### src/rtl/vadd_burst_scheduler.sv
// Splits one kernel transfer into AXI-style burst commands and caps bursts in flight.
// Pulses ctrl_done once every issued burst has reported completion.
//
// state | meaning
// IDLE  | waiting for ctrl_start
// ISSUE | presenting burst commands until all beats are issued
// DRAIN | all bursts issued, waiting for outstanding to reach 0
// DONE  | transfer complete, ctrl_done pulses on the following cycle
module vadd_burst_scheduler #(
    parameter int C_ADDR_WIDTH      = 64,
    parameter int C_SIZE_WIDTH      = 32,
    parameter int C_BYTES_PER_BEAT  = 64,
    parameter int C_MAX_BURST_LEN   = 64,
    parameter int C_MAX_OUTSTANDING = 16
) (
    input  logic                                   ap_clk,
    input  logic                                   ap_rst_n,
    input  logic                                   ctrl_start,
    input  logic [C_ADDR_WIDTH-1:0]                ctrl_addr,
    input  logic [C_SIZE_WIDTH-1:0]                ctrl_size,
    output logic                                   ctrl_busy,
    output logic                                   ctrl_done,
    output logic                                   cmd_valid,
    input  logic                                   cmd_ready,
    output logic [C_ADDR_WIDTH-1:0]                cmd_addr,
    output logic [7:0]                             cmd_len,
    input  logic                                   cmp_valid,
    output logic [$clog2(C_MAX_OUTSTANDING):0]     outstanding,
    output logic                                   err_cmp
);

    localparam int BEAT_SHIFT = $clog2(C_BYTES_PER_BEAT);
    localparam int OUT_W      = $clog2(C_MAX_OUTSTANDING) + 1;

    typedef enum logic [1:0] {
        S_IDLE,
        S_ISSUE,
        S_DRAIN,
        S_DONE
    } state_t;

    state_t                  state;
    state_t                  state_nxt;
    logic [C_ADDR_WIDTH-1:0] addr_q;
    logic [C_SIZE_WIDTH-1:0] remaining;
    logic [C_SIZE_WIDTH-1:0] total_beats;
    logic [OUT_W-1:0]        out_cnt;
    logic                    busy_q;
    logic                    done_q;
    logic                    err_q;
    logic [8:0]              burst;
    logic                    start_ok;
    logic                    at_limit;
    logic                    hs;
    logic                    cmp_ok;
    logic                    last_burst;

    // Partial last beat rounds up to a whole beat.
    assign total_beats = (ctrl_size >> BEAT_SHIFT)
                       + C_SIZE_WIDTH'(|ctrl_size[BEAT_SHIFT-1:0]);

    assign start_ok   = ctrl_start && (state == S_IDLE) && !busy_q;
    assign at_limit   = (out_cnt == OUT_W'(C_MAX_OUTSTANDING));
    assign burst      = (remaining > C_SIZE_WIDTH'(C_MAX_BURST_LEN)) ?
                        9'(C_MAX_BURST_LEN) : remaining[8:0];
    assign last_burst = (remaining == C_SIZE_WIDTH'(burst));

    // Valid depends only on registered state, so the limit check happens before presentation.
    assign cmd_valid  = (state == S_ISSUE) && !at_limit;
    assign hs         = cmd_valid && cmd_ready;
    assign cmp_ok     = cmp_valid && ((out_cnt != '0) || hs);

    assign cmd_addr    = addr_q;
    assign cmd_len     = (state == S_ISSUE) ? 8'(burst - 9'd1) : 8'd0;
    assign outstanding = out_cnt;
    assign ctrl_busy   = busy_q;
    assign ctrl_done   = done_q;
    assign err_cmp     = err_q;

    always_comb begin
        state_nxt = state;
        case (state)
            S_IDLE: begin
                if (start_ok) begin
                    state_nxt = (total_beats == '0) ? S_DONE : S_ISSUE;
                end
            end
            S_ISSUE: begin
                if (hs && last_burst) begin
                    state_nxt = S_DRAIN;
                end
            end
            S_DRAIN: begin
                if (out_cnt == '0) begin
                    state_nxt = S_DONE;
                end
            end
            S_DONE: begin
                state_nxt = S_IDLE;
            end
            default: begin
                state_nxt = S_IDLE;
            end
        endcase
    end

    always_ff @(posedge ap_clk or negedge ap_rst_n) begin
        if (!ap_rst_n) begin
            state <= S_IDLE;
        end else begin
            state <= state_nxt;
        end
    end

    always_ff @(posedge ap_clk or negedge ap_rst_n) begin
        if (!ap_rst_n) begin
            addr_q    <= '0;
            remaining <= '0;
        end else if (start_ok) begin
            addr_q    <= ctrl_addr;
            remaining <= total_beats;
        end else if (hs) begin
            addr_q    <= addr_q + (C_ADDR_WIDTH'(burst) << BEAT_SHIFT);
            remaining <= remaining - C_SIZE_WIDTH'(burst);
        end
    end

    always_ff @(posedge ap_clk or negedge ap_rst_n) begin
        if (!ap_rst_n) begin
            out_cnt <= '0;
        end else begin
            case ({hs, cmp_ok})
                2'b10:   out_cnt <= out_cnt + OUT_W'(1);
                2'b01:   out_cnt <= out_cnt - OUT_W'(1);
                default: out_cnt <= out_cnt;
            endcase
        end
    end

    always_ff @(posedge ap_clk or negedge ap_rst_n) begin
        if (!ap_rst_n) begin
            busy_q <= 1'b0;
            done_q <= 1'b0;
            err_q  <= 1'b0;
        end else begin
            done_q <= (state == S_DONE);
            // Busy stays up through the done pulse, which also blocks a restart in that cycle.
            if (start_ok) begin
                busy_q <= 1'b1;
            end else if (done_q) begin
                busy_q <= 1'b0;
            end
            if (cmp_valid && (out_cnt == '0) && !hs) begin
                err_q <= 1'b1;
            end
        end
    end

endmodule

### config.mk
export PLATFORM = sky130hd
export DESIGN_NAME = vadd_burst_scheduler
export DESIGN_NICKNAME = d
export VERILOG_FILES = /design/src/rtl/vadd_burst_scheduler.sv
export SDC_FILE = /design/constraint.sdc
export NUM_CORES = 1
export LEC_CHECK = 0
export ABC_AREA = 1
export CAP_MARGIN = 20
export CORE_ASPECT_RATIO = 1.2
export CORE_MARGIN = 2
export CORE_UTILIZATION = 49
export CTS_BUF_LIST = sky130_fd_sc_hd__clkbuf_4 sky130_fd_sc_hd__clkbuf_8
export DETAILED_ROUTE_END_ITERATION = 8
export PLACE_DENSITY = 0.8
export SYNTH_ARGS = -nofsm -noshare
export SYNTH_HDL_FRONTEND = slang
export SYNTH_SLANG_ARGS = --single-unit
export TNS_END_PERCENT = 20
### constraint.sdc
create_clock -name ap_clk -period 2.7 [get_ports ap_clk]
set_input_delay 0.54 -clock ap_clk [delete_from_list [all_inputs] [get_ports ap_clk]]
set_output_delay 0.54 -clock ap_clk [all_outputs]
set_load 0.02 [all_outputs]
# Word-level counts from Yosys, hierarchy flattened
# Cells that the tools add are included.
word_totals:
  reg_bits: 106
  input_bits: 101
  output_inout_bits: 81
classes:
  add_sub_neg: 6
  order_cmp: 1
  eq_ne: 10
  mux: 14
  n_reduce_logical: 21
op_table:
  columns: ["operator", "count"]
  rows:
  - ["64-bit 2-to-1 mux", 2]
  - ["64-bit by 15-bit adder with 64-bit output", 1]
  - ["32-bit 2-to-1 mux", 2]
  - ["32-bit by 9-bit == test with 1-bit output", 1]
  - ["32-bit by 7-bit greater-than comparator with 1-bit output, second input constant", 1]
  - ["32-bit logical NOT", 1]
  - ["32-bit by 9-bit subtractor with 32-bit output", 1]
  - ["26-bit by 1-bit adder with 27-bit output", 1]
  - ["5-bit case mux with 2 select lines", 1]
  - ["9-bit 2-to-1 mux", 1]
  - ["1-bit logical AND", 8]
  - ["2-bit 2-to-1 mux", 4]
  - ["8-bit 2-to-1 mux", 1]
  - ["2-bit case mux with 4 select lines", 1]
  - ["8-bit by 1-bit subtractor with 8-bit output, second input constant", 1]
  - ["2-bit == test, second input constant", 3]
  - ["2-bit nonzero test", 3]
  - ["6-bit OR reduction", 1]
  - ["5-bit by 1-bit adder with 5-bit output, second input constant", 1]
  - ["5-bit == test, second input constant", 1]
  - ["5-bit logical NOT", 1]
  - ["5-bit nonzero test", 1]
  - ["5-bit by 1-bit subtractor with 5-bit output, second input constant", 1]
  - ["2-bit by 1-bit == test with 1-bit output, second input constant", 2]
  - ["other kinds (7)", 11]

# Longest topological paths before layout
# Gate-level depths: netlist of the first run.
depth:
  word_depth: 8
  depth_mapped: 23
  mapped_depth_nobuf: 22

# Worst setup path after synthesis of the first run
# No wires, ideal clock.
synth_timing:
  path_type: "register -> register"
  start: "reg remaining[10]"
  end: "reg addr_q[33], in the netlist cmd_addr[33]"
  setup_ns: 0.065
  arrival_time_ns: 2.876
  t_required_ns: 2.635
  path_slack_ns: -0.241
  path_stages_with_launch: 21
  period_less_slack_ns: 2.941
  path_cell_list: "dfrtp_1 -> nor2_1 -> nand2_1 -> nor2_1 -> inv_1 -> nor2_1 -> inv_1 -> nor4_2 -> inv_1 -> ha_1 -> nand2_1 -> nor2_1 -> a21oi_2 -> o21ai_4 -> inv_2 -> nor2_2 -> nand2_1 -> or2_1 -> nand3_1 -> nand2_1 -> nand2_1"
synth_via:
  elab_chain_len: 5
synth_rtl:
  columns: ["item", "line", "text"]
  rows:
  - ["from (decl)", "45", "logic [C_SIZE_WIDTH-1:0] remaining;"]
  - ["from (signal assigned)", "121", "remaining <= total_beats;"]
  - ["from (signal assigned)", "124", "remaining <= remaining - C_SIZE_WIDTH'(burst);"]
  - ["32-bit by 7-bit greater-than comparator with 1-bit output", "64", "assign burst = (remaining > C_SIZE_WIDTH'(C_MAX_BURST_LEN)) ?"]
  - ["9-bit 2-to-1 mux", "64", null]
  - ["64-bit by 15-bit adder with 64-bit output", "123", "addr_q <= addr_q + (C_ADDR_WIDTH'(burst) << BEAT_SHIFT);"]
  - ["64-bit 2-to-1 mux", "122", "end else if (hs) begin"]
  - ["64-bit 2-to-1 mux", "119", "end else if (start_ok) begin"]
  - ["to (signal assigned)", "120", "addr_q <= ctrl_addr;"]
  - ["to (signal assigned)", "123", null]
  - ["to (decl)", "44", "logic [C_ADDR_WIDTH-1:0] addr_q;"]
# No other way between the ends. The select of a mux whose other input is x is not followed.
# A chain may end at the register's enable or synchronous reset.

# Final worst setup path of the first run
layout_timing:
  start: "reg remaining[19]"
  end: "reg addr_q[44], in the netlist cmd_addr[44]"
# Same word-level chain as after synthesis.

==> results of run 1 <==
## layer usage
metal  track usage  up-vias  wire length, µm
li1              -     5188                -
met1         0.380     5103            12600
met2         0.657      464            17500
met3        0.0392      131             1850
met4         0.210        0             2270
met5             0        -                0
## cell type report
cell class / instances / area [µm²] / share of cell area
multi-input combinational: 1069 / 5890 / 0.462
timing repair buffer: 343 / 3060 / 0.240
sequential: 106 / 2650 / 0.208
inverter: 172 / 646 / 0.0507
tap: 220 / 275 / 0.0216
clock buffer: 10 / 138 / 0.0108
clock inverter: 6 / 72.6 / 0.00570
## kinds of logic after synthesis
logic type | after synthesis | share of synthesized area
AO/OA/AOI/OAI | 191 | 0.129
AND/OR/NAND/NOR | 806 | 0.403
XOR/XNOR | 46 | 0.0455
other | 2 | 0.000847
buffers and inverters | 206 | 0.0889
flip-flops | 106 | 0.299
adder cells (fa/ha/maj) | 23 | 0.0342
## flip-flops by register name, summed over array words and instances (netlist names)
| signal | count |
|---|---|
| outstanding | 5 |
| ctrl_busy | 1 |
| state | 2 |
| err_cmp | 1 |
| cmd_addr | 64 |
| remaining | 32 |
| ctrl_done | 1 |
## where the power goes
group	switching, mW	internal, mW
Clock	0.646	0.469
Sequential	0.333	1.82
Combinational	1.46	1.25
## worst max-delay path: cells and delay by family (launching register included)
kind,cells,cell delay [ns]
DFF,1,0.39
buffers and inverters,3,0.31
AOI/OAI and AO/OA,4,0.63
adders and majority gates,1,0.23
and+or+nand+nor,11,1.34
## worst min path at each step
| stage | startpoint | to |
|---|---|---|
| global placement | ctrl_done$_DFF_PN0_ | ctrl_busy$_DFFE_PN0P_ |
| finish | ap_rst_n | cmd_addr[27]$_DFFE_PN0N_ |
| floorplan | ap_rst_n | cmd_addr[0]$_DFFE_PN0P_ |
| CTS | ap_rst_n | cmd_addr[14]$_DFFE_PN0N_ |
| detailed placement | err_cmp$_DFFE_PN0P_ | err_cmp$_DFFE_PN0P_ |
| global route | ap_rst_n | cmd_addr[16]$_DFFE_PN0N_ |
## cell usage in the layout, fill, tap and decap left out, types with 6 or more instances in the layout
cell type and instances:
nand4_1 37, dfrtp_1 106, inv_2 24, or2_2 7, nand3_1 95, nor4_1 15
ha_4 6, a31oi_1 6, nand2_4 11, nand3_2 7, o21ai_0 54, nor3_2 6
nor2_1 165, a21oi_2 7, o21ai_1 21, clkbuf_8 10, buf_4 161, nand2_2 25
xor2_1 31, nand3b_1 11, clkdlybuf4s50_1 172, nor3_1 36, xnor2_1 15, ha_1 13
o211ai_1 22, nor2_2 11, nand2_1 354, nor2_4 13, inv_1 148, a21oi_1 34
o22ai_1 18
## per-stage QoR
step           setup WS, ns  total power, mW  hold slack [ns]   util
3_5_place_dp         -0.412             4.67            0.459  0.681
4_1_cts              -0.273             5.86            0.115  0.710
2_1_floorplan        -0.124             3.43            0.244      -
3_3_place_gp         -0.364             4.61            0.457  0.681
5_1_grt              -0.536             6.29            0.132  0.722
6_report             -0.302             5.98            0.112  0.722
## repair_timing
item,CTS,global route
gates resized for setup,103,36
buffers inserted,16,9
pin swaps,35,19
endpoints found under the setup margin,58,65
==> results.yml, run 1 <==
die:
  fp.dieW_um: 127
  placeableCoreArea_um2: 17600
  rows: 53
  start_util: 0.502
  die_area_um2: 19200
  pin_count: 182
  fp.dieH_um: 151
placed_design:
  dpl_cell_area_um2: 12000
  hpwl_um: 25900
  routabilityCongestion: 1.01
  io_buffers: 181
  dp_cells: 1885
power:
  static-leakage-power_nw: 6.02
  vdd_drop_max_v: 0.000590
  power.density_nw_per_um2: 469
sta:
  slew_headroom: 0.491
  finalHoldViolations: 0
  fmax_mhz: 333
  worst_pin_slew_ns: 0.764
  drv_slew: 0
  period_minus_slack_ns: 3.00
  tns_ns: -9.79
  setup_slack_ns: -0.302
  setup_viol: 56
  period_share: 1.11
  fin_skew_ns: 0.0214
  rsz0062_at_grt: "yes"
setup_path:
  worstPathRequired_ns: 3.03
  rr_worst_depth: 19
  crit_arrival_ns: 3.33
  rr_endpoint: "cmd_addr[44]$_DFFE_PN0N_"
  critPathLaunch: "remaining[19]$_DFFE_PN0N_"
  cp_slowest_cell: "dfrtp_1"
  cpPeakStageDelay_ns: 0.39
  r2r_start: "remaining[19]$_DFFE_PN0N_"
  crit_end: "cmd_addr[44]$_DFFE_PN0N_"
  cp_max_fo: 5
  critical_path_class: "register to register"
  end_kind: "register"
  reg2reg_slack_ns: -0.30
  path_cells: "nor2_1, nand2_2, nor2_4, nand2_4, nor2_2, nand2_1, inv_2, ha_4, a21oi_4, nand2_4, a21oi_4, buf_4, inv_1, nand4_1, o21ai_0, or2_2, nand2_1, nor2_1, o22ai_1"
  start_kind: "register"
synthesis:
  synth_cell_types: 50
  synthTopCellsByArea: "dfrtp_1 30%, nand2_1 16%, nor2_1 7.5%"
  synth_warnings: 0
  syn_avg_cell_area_um2: 6.42
  netlist.top_cell.by_area: "dfrtp_1"
  synth_common_cells: "377 x nand2_1, 178 x nor2_1, 162 x inv_1"
  synth_edf_count: 0
  synth-seq-cells: 106
  synth-main-ff-cell: "dfrtp_1"
  yosysSeqAreaShare: 0.299
  synth_area_um2: 8860
  syn_inst: 1380
  yosys.cell_count.top_type: "nand2_1"
  yosysTopAreaCellShare: 0.299
  async_reset_ff_frac: 1.00
detailed_routing:
  drt-wirelength-per-cell_um: 17.7
  vias: 10900
  drt-initial-drc-count: 882
  remaining_drc_errors: 0
  vias_per_cell: 5.65
  ant_nets: 0
  first_pass_iters: 7
  finalWirelength_um: 34200
cts:
  root_buffer: "clkbuf_8"
  cts_inserted_buffers: 9
  htree_levels: 3
  cts.sinks: 106
  clk_pin_slew_ns: 0.12
  cts_tree: "built"
  insertion_delay_ns: 0.40
  cts_hold_buf: 0
  clockBufferDepth: 2
global_routing:
  grt_pass1_vias: 10400
  gr-total-overflow: 0
  grt_max_degree: 60
  antenna_found_initial: 0
  grtUsageTotal: 0.350
  grt_pass1_wl_um: 52600
status:
  status: "complete, but fails checks"
  failed_checks: "negative setup slack"
cells_and_area:
  post-route-cell-area_um2: 12700
  fin_nets: 1825
  fin_cells: 1926
  fillers: 1500
  n_antenna_cell: 0
  drive_gt1_frac: 0.193
  syn_to_final_growth_pct: 43.7
run:
  cap_violations: 0
hold_path:
  hold_path.class: "input port to asynchronous set/reset pin"
Note: power is estimated with default switching activity, not from simulation.
==> inputs of run 2 (changes only) <==
- ABC_CLOCK_PERIOD_IN_PS: default -> 2700
- SETUP_SLACK_MARGIN: default -> 0.1
==> run 2 against run 1 <==
Compared with the run above:
- maximum frequency fell by 1.1%
- setup slack worse by 0.034 ns
- clock skew down 0.0057 ns
- via count up 1.1%
- hold slack got worse by 0.045 ns
- sequential power barely moved
- design area grew 2.4%
- critical path depth up 1
- wire length grew 4.3%
- combinational power grew 7%
- largest power group unchanged
- the flow still finishes with violations (negative setup slack)
- die area is the same
- global-route usage up 1.4 points
==> results.yml, run 2 (synthesized netlist as in run 1, its figures left out) <==
detailed_routing:
  ant_nets: 0
  drt-wirelength-per-cell_um: 18.4
  vias: 11000
  vias_per_cell: 5.67
  drt-initial-drc-count: 820
  finalWirelength_um: 35700
  first_pass_iters: 5
  remaining_drc_errors: 0
die:
  pin_count: 182
  start_util: 0.502
  die_area_um2: 19200
  fp.dieH_um: 151
  rows: 53
  fp.dieW_um: 127
  placeableCoreArea_um2: 17600
cts:
  clockBufferDepth: 2
  cts_hold_buf: 0
  clk_pin_slew_ns: 0.12
  root_buffer: "clkbuf_8"
  htree_levels: 3
  cts.sinks: 106
  cts_tree: "built"
  insertion_delay_ns: 0.41
  cts_inserted_buffers: 9
cells_and_area:
  syn_to_final_growth_pct: 47.2
  n_antenna_cell: 0
  mostFrequentLayoutCells: "345 x nand2_1, 175 x buf_4, 172 x clkdlybuf4s50_1"
  fin_nets: 1843
  layout_commonest_cell: "nand2_1"
  fillers: 1458
  largest_reg_flops: 64
  post-route-cell-area_um2: 13000
  fin_cells: 1941
  final_util: 0.739
  multi_input_area_um2: 6030
  regArea_um2: 2650
  drive_gt1_frac: 0.215
placed_design:
  hpwl_um: 26400
  dpl_cell_area_um2: 12100
  io_buffers: 181
  routabilityCongestion: 1.03
  dp_cells: 1893
  pre_cts_slack_ns: -0.371
setup_path:
  rr_worst_depth: 20
  cp_max_fo: 7
  crit_buf_inv: 4
  r2r_start: "remaining[10]$_DFFE_PN0N_"
  crit_family: "simple AND/OR/NAND/NOR gates"
  rr_endpoint: "cmd_addr[33]$_DFFE_PN0N_"
  end_kind: "register"
  cpPeakStageDelay_ns: 0.42
  reg2reg_slack_ns: -0.34
  crit_arrival_ns: 3.40
  worstPathRequired_ns: 3.06
  cp_slowest_cell: "dfrtp_1"
  critical_path_class: "register to register"
  start_kind: "register"
  path_cells: "nor2_4, nand2_2, nor2_4, inv_2, nor2_4, inv_2, nor4_4, inv_2, ha_4, nand2_4, o21ai_4, a21oi_4, o21ai_4, inv_2, nor2_4, nand2_2, or2_1, nand3_1, nand2_1, nand2_1"
global_routing:
  grt_pass1_wl_um: 54700
  grtUsageTotal: 0.364
  antenna_found_initial: 0
  grt_pass1_vias: 10800
  gr-total-overflow: 0
  grt_max_degree: 60
power:
  static-leakage-power_nw: 6.24
  power.density_nw_per_um2: 475
  p_total_mw: 6.20
  vdd_drop_max_v: 0.000584
sta:
  period_share: 1.12
  slew_headroom: 0.484
  finalHoldViolations: 0
  setup_viol: 59
  drv_slew: 0
  rsz0062_at_grt: "yes"
  setup_slack_ns: -0.336
  fmax_mhz: 329
  holdWs_ns: 0.0675
  worst_pin_slew_ns: 0.775
  fin_skew_ns: 0.0157
  period_minus_slack_ns: 3.04
  tns_ns: -11.97
run:
  cap_violations: 0
status:
  failed_checks: "negative setup slack"
  status: "complete, but fails checks"
hold_path:
  hold_path.class: "input port to asynchronous set/reset pin"
-- run 2: cell count changes in the layout (fill, tap and decap cells not counted), sizes merged --
cell,change
bufinv,+1
clkdlybuf4s15,-2
inv,-1
clkbuf,-1
buf,+20
clkinv,-2
-- run 2: layer usage --
| layer | global-route usage | part of all wire |
|---|---|---|
| met4 | 0.226 | 0.069 |
| met2 | 0.665 | 0.50 |
| met3 | 0.0410 | 0.052 |
| met5 | 0 | 0 |
| met1 | 0.405 | 0.38 |
-- run 2: worst max-delay path by stage --
stage	slack, ns	startpoint	end	depth (start not counted)
6_report	-0.34	remaining[10]$_DFFE_PN0N_	cmd_addr[33]$_DFFE_PN0N_	20
4_1_cts	-0.27	remaining[24]$_DFFE_PN0N_	cmd_addr[63]$_DFFE_PN0N_	19
5_1_grt	-0.47	remaining[10]$_DFFE_PN0N_	cmd_addr[33]$_DFFE_PN0N_	20
3_5_place_dp	-0.37	ctrl_size[3]	state[1]$_DFFE_PN0P_	15
3_3_place_gp	-0.30	remaining[13]$_DFFE_PN0N_	cmd_len[6]	13
2_1_floorplan	-0.12	remaining[10]$_DFFE_PN0N_	cmd_addr[33]$_DFFE_PN0N_	20
-- run 2: cell type report --
class	instances	area share
Clock buffer	9	0.00950
Inverter	172	0.0497
Sequential cell	106	0.203
Clock inverter	4	0.00595
Multi-Input combinational cell	1069	0.463
Tap cell	220	0.0211
Timing Repair Buffer	361	0.248
-- run 2: what timing repair did --
action	in CTS	in global routing
resized for setup	101	89
endpoints found under the setup margin	62	70
pin swaps	31	32
setup buffers	26	9
-- run 2: where the power goes --
group          internal (mW)  switching (mW)  leakage [nW]
clock                  0.516           0.631         0.102
combinational           1.37            1.54          4.84
sequential              1.82           0.327          1.30
total                   3.71            2.49          6.24
